<file path="config.mk">
export PLATFORM = sky130hd
export DESIGN_NAME = stopwatch_display
export DESIGN_NICKNAME = d
export VERILOG_FILES = /design/src/rtl/stopwatch_display.sv
export SDC_FILE = /design/constraint.sdc
export NUM_CORES = 1
export LEC_CHECK = 0
export BUFFER_PORTS_ARGS = -buffer_cell sky130_fd_sc_hd__buf_2
export CAP_MARGIN = 20
export CORE_UTILIZATION = 40
export CTS_BUF_LIST = sky130_fd_sc_hd__clkbuf_16
export DETAILED_ROUTE_END_ITERATION = 6
export GPL_ROUTABILITY_DRIVEN = 1
export SYNTH_ARGS = -nofsm -noshare
export SYNTH_HDL_FRONTEND = slang
export SYNTH_SLANG_ARGS = --single-unit
</file>
<file path="constraint.sdc">
create_clock -name clk -period 2.7 [get_ports clk]
set_input_delay 0.135 -clock clk [delete_from_list [all_inputs] [get_ports clk]]
set_output_delay 0.135 -clock clk [all_outputs]
set_load 0.02 [all_outputs]
</file>
<file path="src/rtl/stopwatch_display.sv">
// stopwatch_display
// Consumer of the master clock divider outputs. Turns the divided clock levels
// into one-cycle events, runs an MM:SS stopwatch with pause, clear and adjust
// modes, and drives a 4-digit multiplexed active-low 7-segment display.
//
// Ports:
//   clk            system clock, the only clock
//   rst_n          synchronous active-low reset
//   clock1Hz_in    1 Hz level, rising edge = one count event
//   clock2Hz_in    2 Hz level, rising edge = one adjust event
//   clockFast_in   fast level, rising edge = one digit-scan advance
//   clockBlink_in  blink level, used as a level
//   btn_pause      one-cycle pulse, toggles run/pause
//   btn_reset      one-cycle pulse, clears time to 00:00
//   adj            level, 1 = adjust mode
//   sel            level, adjust target (0 = minutes, 1 = seconds)
//   seg[6:0]       active-low segments, seg[6]=g .. seg[0]=a
//   an[3:0]        active-low digit enables, an[0]=secO .. an[3]=minT
//
// Optional build macro LEADING_ZERO_BLANK_EN: blanks the minutes-tens digit
// while it is zero.
//
// state   | meaning
// PAUSED  | time held, 1 Hz events ignored
// RUN     | each 1 Hz event adds one second
// ADJUST  | 2 Hz events step the selected field; r_ret_state holds the mode
//         | to return to when adj drops

module stopwatch_display #(
    parameter int MAX_MIN = 59,
    parameter int SEC_MAX = 59
) (
    input  logic       clk,
    input  logic       rst_n,
    input  logic       clock1Hz_in,
    input  logic       clock2Hz_in,
    input  logic       clockFast_in,
    input  logic       clockBlink_in,
    input  logic       btn_pause,
    input  logic       btn_reset,
    input  logic       adj,
    input  logic       sel,
    output logic [6:0] seg,
    output logic [3:0] an
);

    localparam logic [1:0] ST_PAUSED = 2'd0;
    localparam logic [1:0] ST_RUN    = 2'd1;
    localparam logic [1:0] ST_ADJUST = 2'd2;

    localparam logic [3:0] MIN_T_MAX = 4'(MAX_MIN / 10);
    localparam logic [3:0] MIN_O_MAX = 4'(MAX_MIN % 10);
    localparam logic [3:0] SEC_T_MAX = 4'(SEC_MAX / 10);
    localparam logic [3:0] SEC_O_MAX = 4'(SEC_MAX % 10);

    // BCD field increment: full wrap at {t_max,o_max}, else ripple ones into tens.
    function automatic logic [7:0] bcd_inc(input logic [3:0] t, input logic [3:0] o,
                                           input logic [3:0] t_max, input logic [3:0] o_max);
        if (t == t_max && o == o_max) begin
            bcd_inc = 8'h00;
        end else if (o == 4'd9) begin
            bcd_inc = {t + 4'd1, 4'd0};
        end else begin
            bcd_inc = {t, o + 4'd1};
        end
    endfunction

    function automatic logic [6:0] seg_decode(input logic [3:0] d);
        case (d)
            4'd0:    seg_decode = 7'b1000000;
            4'd1:    seg_decode = 7'b1111001;
            4'd2:    seg_decode = 7'b0100100;
            4'd3:    seg_decode = 7'b0110000;
            4'd4:    seg_decode = 7'b0011001;
            4'd5:    seg_decode = 7'b0010010;
            4'd6:    seg_decode = 7'b0000010;
            4'd7:    seg_decode = 7'b1111000;
            4'd8:    seg_decode = 7'b0000000;
            4'd9:    seg_decode = 7'b0010000;
            default: seg_decode = 7'b1111111;
        endcase
    endfunction

    logic [2:0] w_in;
    logic [2:0] r_in;
    logic [2:0] r_in_q;
    logic [2:0] w_ev;
    logic       r_adj_q;
    logic       w_adj_rise;

    logic [1:0] r_state;
    logic [1:0] r_ret_state;
    logic [1:0] w_state_nx;
    logic [1:0] w_ret_nx;
    logic [1:0] w_cur;
    logic [1:0] w_toggled;

    logic [3:0] r_min_t, r_min_o, r_sec_t, r_sec_o;
    logic [3:0] w_min_t_nx, w_min_o_nx, w_sec_t_nx, w_sec_o_nx;
    logic [7:0] w_sec_inc;
    logic [7:0] w_min_inc;

    logic [1:0] r_idx;
    logic [1:0] w_idx_nx;
    logic [3:0] w_digit;
    logic [3:0] w_an_nx;
    logic       w_blank;

    // w_ev[0] = 1 Hz count, w_ev[1] = 2 Hz adjust, w_ev[2] = scan advance
    assign w_in       = {clockFast_in, clock2Hz_in, clock1Hz_in};
    assign w_ev       = r_in & ~r_in_q;
    assign w_adj_rise = adj & ~r_adj_q;

    // Mode FSM. Any state code other than RUN/ADJUST is treated as PAUSED.
    always_comb begin
        w_state_nx = r_state;
        w_ret_nx   = r_ret_state;
        w_cur      = (r_state == ST_RUN) ? ST_RUN : ST_PAUSED;
        w_toggled  = ST_PAUSED;
        if (r_state == ST_ADJUST) begin
            w_toggled = (r_ret_state == ST_RUN) ? ST_PAUSED : ST_RUN;
            w_ret_nx  = btn_pause ? w_toggled : r_ret_state;
            if (!adj) begin
                w_state_nx = w_ret_nx;
            end
        end else begin
            w_toggled = (w_cur == ST_RUN) ? ST_PAUSED : ST_RUN;
            if (w_adj_rise) begin
                w_state_nx = ST_ADJUST;
                // a pause press in the entry cycle is folded into the saved mode
                w_ret_nx   = btn_pause ? w_toggled : w_cur;
            end else begin
                w_state_nx = btn_pause ? w_toggled : w_cur;
            end
        end
    end

    // Time update; btn_reset overrides any increment in the same cycle.
    always_comb begin
        w_min_t_nx = r_min_t;
        w_min_o_nx = r_min_o;
        w_sec_t_nx = r_sec_t;
        w_sec_o_nx = r_sec_o;
        w_sec_inc  = bcd_inc(r_sec_t, r_sec_o, SEC_T_MAX, SEC_O_MAX);
        w_min_inc  = bcd_inc(r_min_t, r_min_o, MIN_T_MAX, MIN_O_MAX);
        if (btn_reset) begin
            w_min_t_nx = 4'd0;
            w_min_o_nx = 4'd0;
            w_sec_t_nx = 4'd0;
            w_sec_o_nx = 4'd0;
        end else if (r_state == ST_RUN && w_ev[0]) begin
            {w_sec_t_nx, w_sec_o_nx} = w_sec_inc;
            if (r_sec_t == SEC_T_MAX && r_sec_o == SEC_O_MAX) begin
                {w_min_t_nx, w_min_o_nx} = w_min_inc;
            end
        end else if (r_state == ST_ADJUST && w_ev[1]) begin
            if (sel) begin
                {w_sec_t_nx, w_sec_o_nx} = w_sec_inc;
            end else begin
                {w_min_t_nx, w_min_o_nx} = w_min_inc;
            end
        end
    end

    // Display decode works on next-cycle values so the index, time and
    // an/seg all change on the same edge.
    always_comb begin
        w_idx_nx = w_ev[2] ? r_idx + 2'd1 : r_idx;
        case (w_idx_nx)
            2'd0:    w_digit = w_sec_o_nx;
            2'd1:    w_digit = w_sec_t_nx;
            2'd2:    w_digit = w_min_o_nx;
            default: w_digit = w_min_t_nx;
        endcase
        w_blank = (w_state_nx == ST_ADJUST) && clockBlink_in &&
                  (sel ? (w_idx_nx < 2'd2) : (w_idx_nx >= 2'd2));
`ifdef LEADING_ZERO_BLANK_EN
        if (w_idx_nx == 2'd3 && w_min_t_nx == 4'd0) begin
            w_blank = 1'b1;
        end
`endif
        w_an_nx = w_blank ? 4'b1111 : ~(4'b0001 << w_idx_nx);
    end

    always_ff @(posedge clk) begin
        if (!rst_n) begin
            // edge history seeded from the live inputs so reset creates no event
            r_in        <= w_in;
            r_in_q      <= w_in;
            r_adj_q     <= adj;
            r_state     <= ST_PAUSED;
            r_ret_state <= ST_PAUSED;
            r_min_t     <= 4'd0;
            r_min_o     <= 4'd0;
            r_sec_t     <= 4'd0;
            r_sec_o     <= 4'd0;
            r_idx       <= 2'd0;
            an          <= 4'b1110;
            seg         <= 7'b1000000;
        end else begin
            r_in        <= w_in;
            r_in_q      <= r_in;
            r_adj_q     <= adj;
            r_state     <= w_state_nx;
            r_ret_state <= w_ret_nx;
            r_min_t     <= w_min_t_nx;
            r_min_o     <= w_min_o_nx;
            r_sec_t     <= w_sec_t_nx;
            r_sec_o     <= w_sec_o_nx;
            r_idx       <= w_idx_nx;
            an          <= w_an_nx;
            seg         <= seg_decode(w_digit);
        end
    end

endmodule

</file>
==> results of run 1 <==
[metrics by stage]
stage / area, um^2 / TNS, ps
detailed placement: 2750 / -95.4
floorplan: 2300 / 0
global route: 3110 / -592
CTS: 2990 / -7.18
finish: 3110 / -57.0
global placement: 2750 / -42.7
[kinds of logic after synthesis]
| kind of cell | after synthesis | share of synthesized area (%) |
|---|---|---|
| adders and majority gates | 13 | 7.17 |
| AOI/OAI and AO/OA | 66 | 22.7 |
| and+or+nand+nor | 88 | 22.8 |
| xor gates and xnor gates | 6 | 2.32 |
| muxes | 12 | 5.68 |
| buffers and inverters | 23 | 4.08 |
| DFF | 40 | 35.3 |
[per-layer routing]
metal	share of wire [%]	vias to the layer above
li1	-	1059
met1	48	1006
met2	48	36
met3	3.0	8
met4	1.5	0
met5	0	-
[cell usage after synthesis, types with 5 or more instances]
cell type / number
mux2_2: 6
dfxtp_1: 40
o21ai_0: 10
nor3_1: 5
a21oi_1: 12
ha_1: 13
xnor2_1: 6
a211oi_1: 9
nor2_1: 18
mux2i_1: 5
inv_1: 15
nand2_1: 9
nor2b_1: 5
nand2b_1: 8
nand3_1: 7
[critical path: stages (launching register included)]
cell and delay, ps:
dfxtp_2 320, inv_2 70, ha_4 140, and3b_2 250
buf_4 150, nand4_1 120, a211oi_1 480, o32ai_2 180
a31oi_2 320, mux2_2 370, a211o_1 240
[report_power, final]
group / internal (mW) / switching, mW
sequential: 0.610 / 0.0114
combinational: 0.0696 / 0.0804
clock: 0.524 / 0.227
[placed cells by master, fill, tap and decap left out, types with 6 or more instances in the layout]
master	count
nand2_1	9
dfxtp_1	33
inv_1	12
nand2b_1	8
buf_2	20
ha_1	10
o21ai_0	10
xnor2_1	6
buf_4	46
a21oi_1	11
nor2_1	18
nand3_1	7
a211oi_1	9
dfxtp_2	7
[layout make-up]
class | instances | area, um^2 | area share [%]
clock buffer | 5 | 125 | 4.02
timing repair buffer | 70 | 485 | 15.6
clock inverter | 2 | 60.1 | 1.93
tap | 72 | 90.1 | 2.90
inverter | 16 | 60.1 | 1.93
multi-input combinational | 185 | 1480 | 47.6
sequential | 40 | 810 | 26.0
[sequential cells by signal, summed over array words and instances (netlist names)]
| name | count |
|---|---|
| r_adj_q | 1 |
| r_in | 3 |
| r_min_o | 4 |
| seg | 7 |
| r_sec_o | 4 |
| r_state | 2 |
| r_sec_t | 4 |
| r_idx | 2 |
| r_ret_state | 2 |
| r_in_q | 3 |
| r_min_t | 4 |
| an | 4 |
[worst paths after layout]
path                                             from                end  slack, ps  cells past startpoint
worst min-delay path                            rst_n  seg[1]$_SDFF_PN0_        200                      2
worst min register to register    r_idx[1]$_SDFF_PN0_   an[3]$_SDFF_PP1_        470                      1
worst max register to register  r_sec_o[1]$_SDFF_PN0_  seg[6]$_SDFF_PN1_        -50                     10
worst max-delay path            r_sec_o[1]$_SDFF_PN0_  seg[6]$_SDFF_PN1_        -50                     10
[timing repair]
action,4_1_cts,5_1_grt
setup buffers,0,6
endpoints found under the hold margin,4,0
setup endpoints to repair,1,7
gates resized for setup,3,21
hold buffers,4,0
pin swaps,1,12
==> impl_metrics.yaml, run 1 <==
synth:
  synth_edf_count: 0
  synth_area_per_cell_um2: 9.15
  syn-cell-area_mm2: 0.00227
  yosys.area.top_type: "dfxtp_1"
  synth_seq_cells: 40
  netlist_instances: 248
  ys_types: 61
  ys_warn_count: 0
  synth_top_area_share_pct: 35.3
  syn_nets: 271
  ys.flop_type: "dfxtp_1"
  async_flop_share_pct: 0
  yosysSeqAreaShare_pct: 35.3
  yosys-top-cells-area: "dfxtp_1, ha_1, a211oi_1, nor2_1, mux2_2"
clock_tree:
  cts_buffer_depth: 2
  worstSkewPairLatency_ps: 280
  clkTransAtPathRegs_ps: 60
  root_buffer: "clkbuf_16"
  cts_tree: "done"
  cts_made_buffers: 5
  clock-sinks: 40
  htree_levels: 2
layout:
  num-fill-cells: 481
  finalNetCount: 341
  stdcell_count: 390
  n_antenna_cell: 0
  areaGrowthSynthToFinish_pct: 37.1
  postLayoutCoreUtil_pct: 56.8
  drive_gt1_share_pct: 37.1
placement:
  dp_hpwl_um: 4040
  dpl_worst_slack_ps: -95.4
  dp_cells: 373
  portBuffers: 20
  place_congestion: 0.896
sta:
  final.period_utilization_pct: 102
  whs_ps: 205
  period_needed_ps: 2750
  fin_worst_skew_ps: 4.13
  setup_viol: 2
  maxSlewViolCount: 0
  hold_viol_final: 0
  setup_ws_ps: -53.1
  clock.fmax_mhz: 363
  rsz0062_at_grt: "yes"
  tightest_slew_ps: 694
  max_slew_margin_pct: 53.7
floorplanning:
  core_area_mm2: 0.00547
  dieArea_mm2: 0.00598
  ios: 21
  die_w_um: 77.3
  start_util_pct: 41.4
  rows: 27
  die_h_um: 77.3
setup_path:
  required_ps: 2870
  start_kind: "register"
  cp_max_fo: 4
  arrival_ps: 2920
  path_class: "register to register"
  endpoint_kind: "register"
route:
  drt_iter0_drc: 136
  avgViaCountPerCell: 5.41
  drt-total-wl_um: 5740
  drt_pre_antenna_iters: 4
  ant_nets: 0
  vias: 2109
  wl_per_cell_um: 14.7
  drc_errors: 0
global_route:
  antenna_found_initial: 0
  grt_pass1_vias: 1976
  grt_use_met1_pct: 25.6
  grtUsageTotal_pct: 19.7
  grt_pass1_wl_um: 9430
  grt-busiest-layer: "met2"
  grt_max_degree: 16
  grt_overflow_total: 0
  grt_util_met2_pct: 33.7
  met3_usage_pct: 3.45
flow_run:
  drv_cap: 0
power_and_ir_drop:
  power.leakage_nw: 1.23
  powerDensity_mw_per_mm2: 490
  irDropWorstVdd_mv: 0.379
  power_mw: 1.52
status:
  failed_checks: "setup timing"
  status: "finished, violations left"
worst_hold_path:
  hold_class: "input pin to register"
Power figures use the tool's default switching activity.
==> run 2: changes to the inputs <==
ABC_CLOCK_PERIOD_IN_PS = 2700   (was not set)
GPL_TIMING_DRIVEN = 0   (was not set)
==> impl_metrics.yaml, run 2 (same netlist as run 1, synthesis figures left out) <==
floorplanning:
  ios: 21
  dieArea_mm2: 0.00598
  start_util_pct: 41.4
  die_h_um: 77.3
  rows: 27
  die_w_um: 77.3
  core_area_mm2: 0.00547
setup_path:
  crit_slowest_cell: "a32oi_4"
  cp_cell_sequence: "inv_2, ha_4, and3b_2, a32oi_4, or4_4, o21ai_4, a311oi_4, inv_2, ha_4, mux2_2, a211o_1"
  slowest_delay_ps: 420
  reg2reg_depth: 11
  endpoint_kind: "register"
  regToRegSetupSlack_ps: -90
  path_class: "register to register"
  r2r-start: "r_sec_t[1]$_SDFF_PN0_"
  required_ps: 2880
  cp_max_fo: 7
  start_kind: "register"
  arrival_ps: 2970
  reg2reg_to: "seg[6]$_SDFF_PN1_"
layout:
  largest-register: "seg"
  final_cell_mix: "dfxtp_1, buf_4, nor2_1, buf_2"
  drive_gt1_share_pct: 34.6
  num-fill-cells: 517
  fin_area_mm2: 0.00302
  largest_reg_flops: 7
  finalNetCount: 320
  stdcell_count: 370
  n_antenna_cell: 0
  final_common_cell: "dfxtp_1"
  areaGrowthSynthToFinish_pct: 33.0
sta:
  setup_ws_ps: -92.5
  period_needed_ps: 2790
  fin_tns_setup_ps: -201
  whs_ps: 258
  clock.fmax_mhz: 358
  tightest_slew_ps: 569
  max_slew_margin_pct: 61.9
  hold_viol_final: 0
  fin_worst_skew_ps: 3.10
  final.period_utilization_pct: 103
  rsz0062_at_grt: "yes"
  setup_viol: 3
  maxSlewViolCount: 0
route:
  avgViaCountPerCell: 5.53
  drt_iter0_drc: 135
  vias: 2046
  wl_per_cell_um: 16.0
  drt_pre_antenna_iters: 4
  drc_errors: 0
  drt-total-wl_um: 5930
  ant_nets: 0
global_route:
  grt_overflow_total: 0
  grt_pass1_wl_um: 9760
  grtUsageTotal_pct: 21.1
  antenna_found_initial: 0
  grt_pass1_vias: 1982
  grt_max_degree: 14
placement:
  dp_cells: 338
  dp_hpwl_um: 3750
  placedInstanceArea_mm2: 0.00248
  portBuffers: 18
  place_congestion: 0.828
clock_tree:
  cts_tree: "done"
  clkTransAtPathRegs_ps: 60
  clock-sinks: 40
  worstSkewPairLatency_ps: 280
  cts_made_buffers: 5
  cts_buffer_depth: 2
  root_buffer: "clkbuf_16"
  htree_levels: 2
status:
  failed_checks: "setup timing"
  status: "finished, violations left"
power_and_ir_drop:
  power_mw: 1.35
  power.leakage_nw: 1.12
  irDropWorstVdd_mv: 0.286
  powerDensity_mw_per_mm2: 448
worst_hold_path:
  min_from: "clockBlink_in"
  hold_class: "input pin to register"
  holdPathStages: 4
  holdPathEnd: "an[2]$_SDFF_PP1_"
flow_run:
  drv_cap: 0
-- run 2: changes by cell type in the layout (fill, tap and decap cells not counted), moves of 2 or more --
| cell | delta |
|---|---|
| bufinv_16 | -2 |
| dfxtp_4 | +4 |
| buf_4 | -24 |
| dfxtp_2 | -4 |
| a211oi_1 | -3 |
| buf_2 | -2 |
| a211oi_2 | +3 |
| inv_2 | +2 |
| clkbuf_1 | +3 |
-- run 2: repair_timing --
action                                  4_1_cts  5_1_grt
hold endpoints to repair                      4        0
endpoints found under the setup margin        7        7
pin swaps                                     9        5
gates resized for setup                      25       19
cloned                                        0        0
buffers inserted                             16        4
hold buffers                                  4        0
-- run 2: cell type report --
type	instances	area, um^2	area share (%)
Multi-Input combinational cell	185	1580	52.3
Sequential cell	40	820	27.2
Timing Repair Buffer	42	280	9.29
Clock buffer	5	125	4.15
Tap cell	72	90.1	2.99
Inverter	16	60.1	1.99
Buffer	7	42.5	1.41
Clock inverter	3	20.0	0.664
-- run 2: layer usage --
metal  global-route usage, %  up-vias  wire length (um)
li1                        -     1015                 -
met1                    26.7      977              2690
met2                    34.3       41              2870
met3                    3.69       13               198
met4                    10.6        0               171
met5                       0        -                 0
-- run 2: worst max-delay path, delay by kind of cell, from the launching register on --
kind / cells / cell delay [ps]
AOI/OAI and AO/OA: 4 / 1140
adders and majority gates: 2 / 340
buffers and inverters: 2 / 160
DFF: 1 / 330
muxes: 1 / 250
and+or+nand+nor: 2 / 470
-- run 2: how the worst max path moves through the flow --
stage / from / endpoint / slack, ps / cells after the start
CTS: r_state[1]$_SDFF_PN0_ / seg[3]$_SDFF_PN0_ / -40 / 11
global route: r_sec_o[1]$_SDFF_PN0_ / seg[6]$_SDFF_PN1_ / -190 / 12
detailed placement: r_sec_t[0]$_SDFF_PN0_ / seg[6]$_SDFF_PN1_ / -420 / 10
global placement: r_sec_t[0]$_SDFF_PN0_ / seg[6]$_SDFF_PN1_ / -450 / 10
floorplan: r_sec_o[1]$_SDFF_PN0_ / seg[6]$_SDFF_PN1_ / 7 / 12
finish: r_sec_t[1]$_SDFF_PN0_ / seg[6]$_SDFF_PN1_ / -90 / 11
-- run 2: metrics by stage --
| step | utilization [%] | worst slack, ps |
|---|---|---|
| 3_3_place_gp | 45.4 | -452 |
| 5_1_grt | 55.1 | -187 |
| 3_5_place_dp | 45.4 | -419 |
| 2_1_floorplan | - | 7.08 |
| 6_report | 55.1 | -92.5 |
| 4_1_cts | 52.9 | -42.5 |
-- run 2: power by group --
part	internal [mW]	leakage, nW	switching, mW	total [mW]
sequential	0.607	0.330	0.0142	0.621
combinational	0.0610	0.714	0.0799	0.141
clock	0.341	0.0712	0.250	0.591
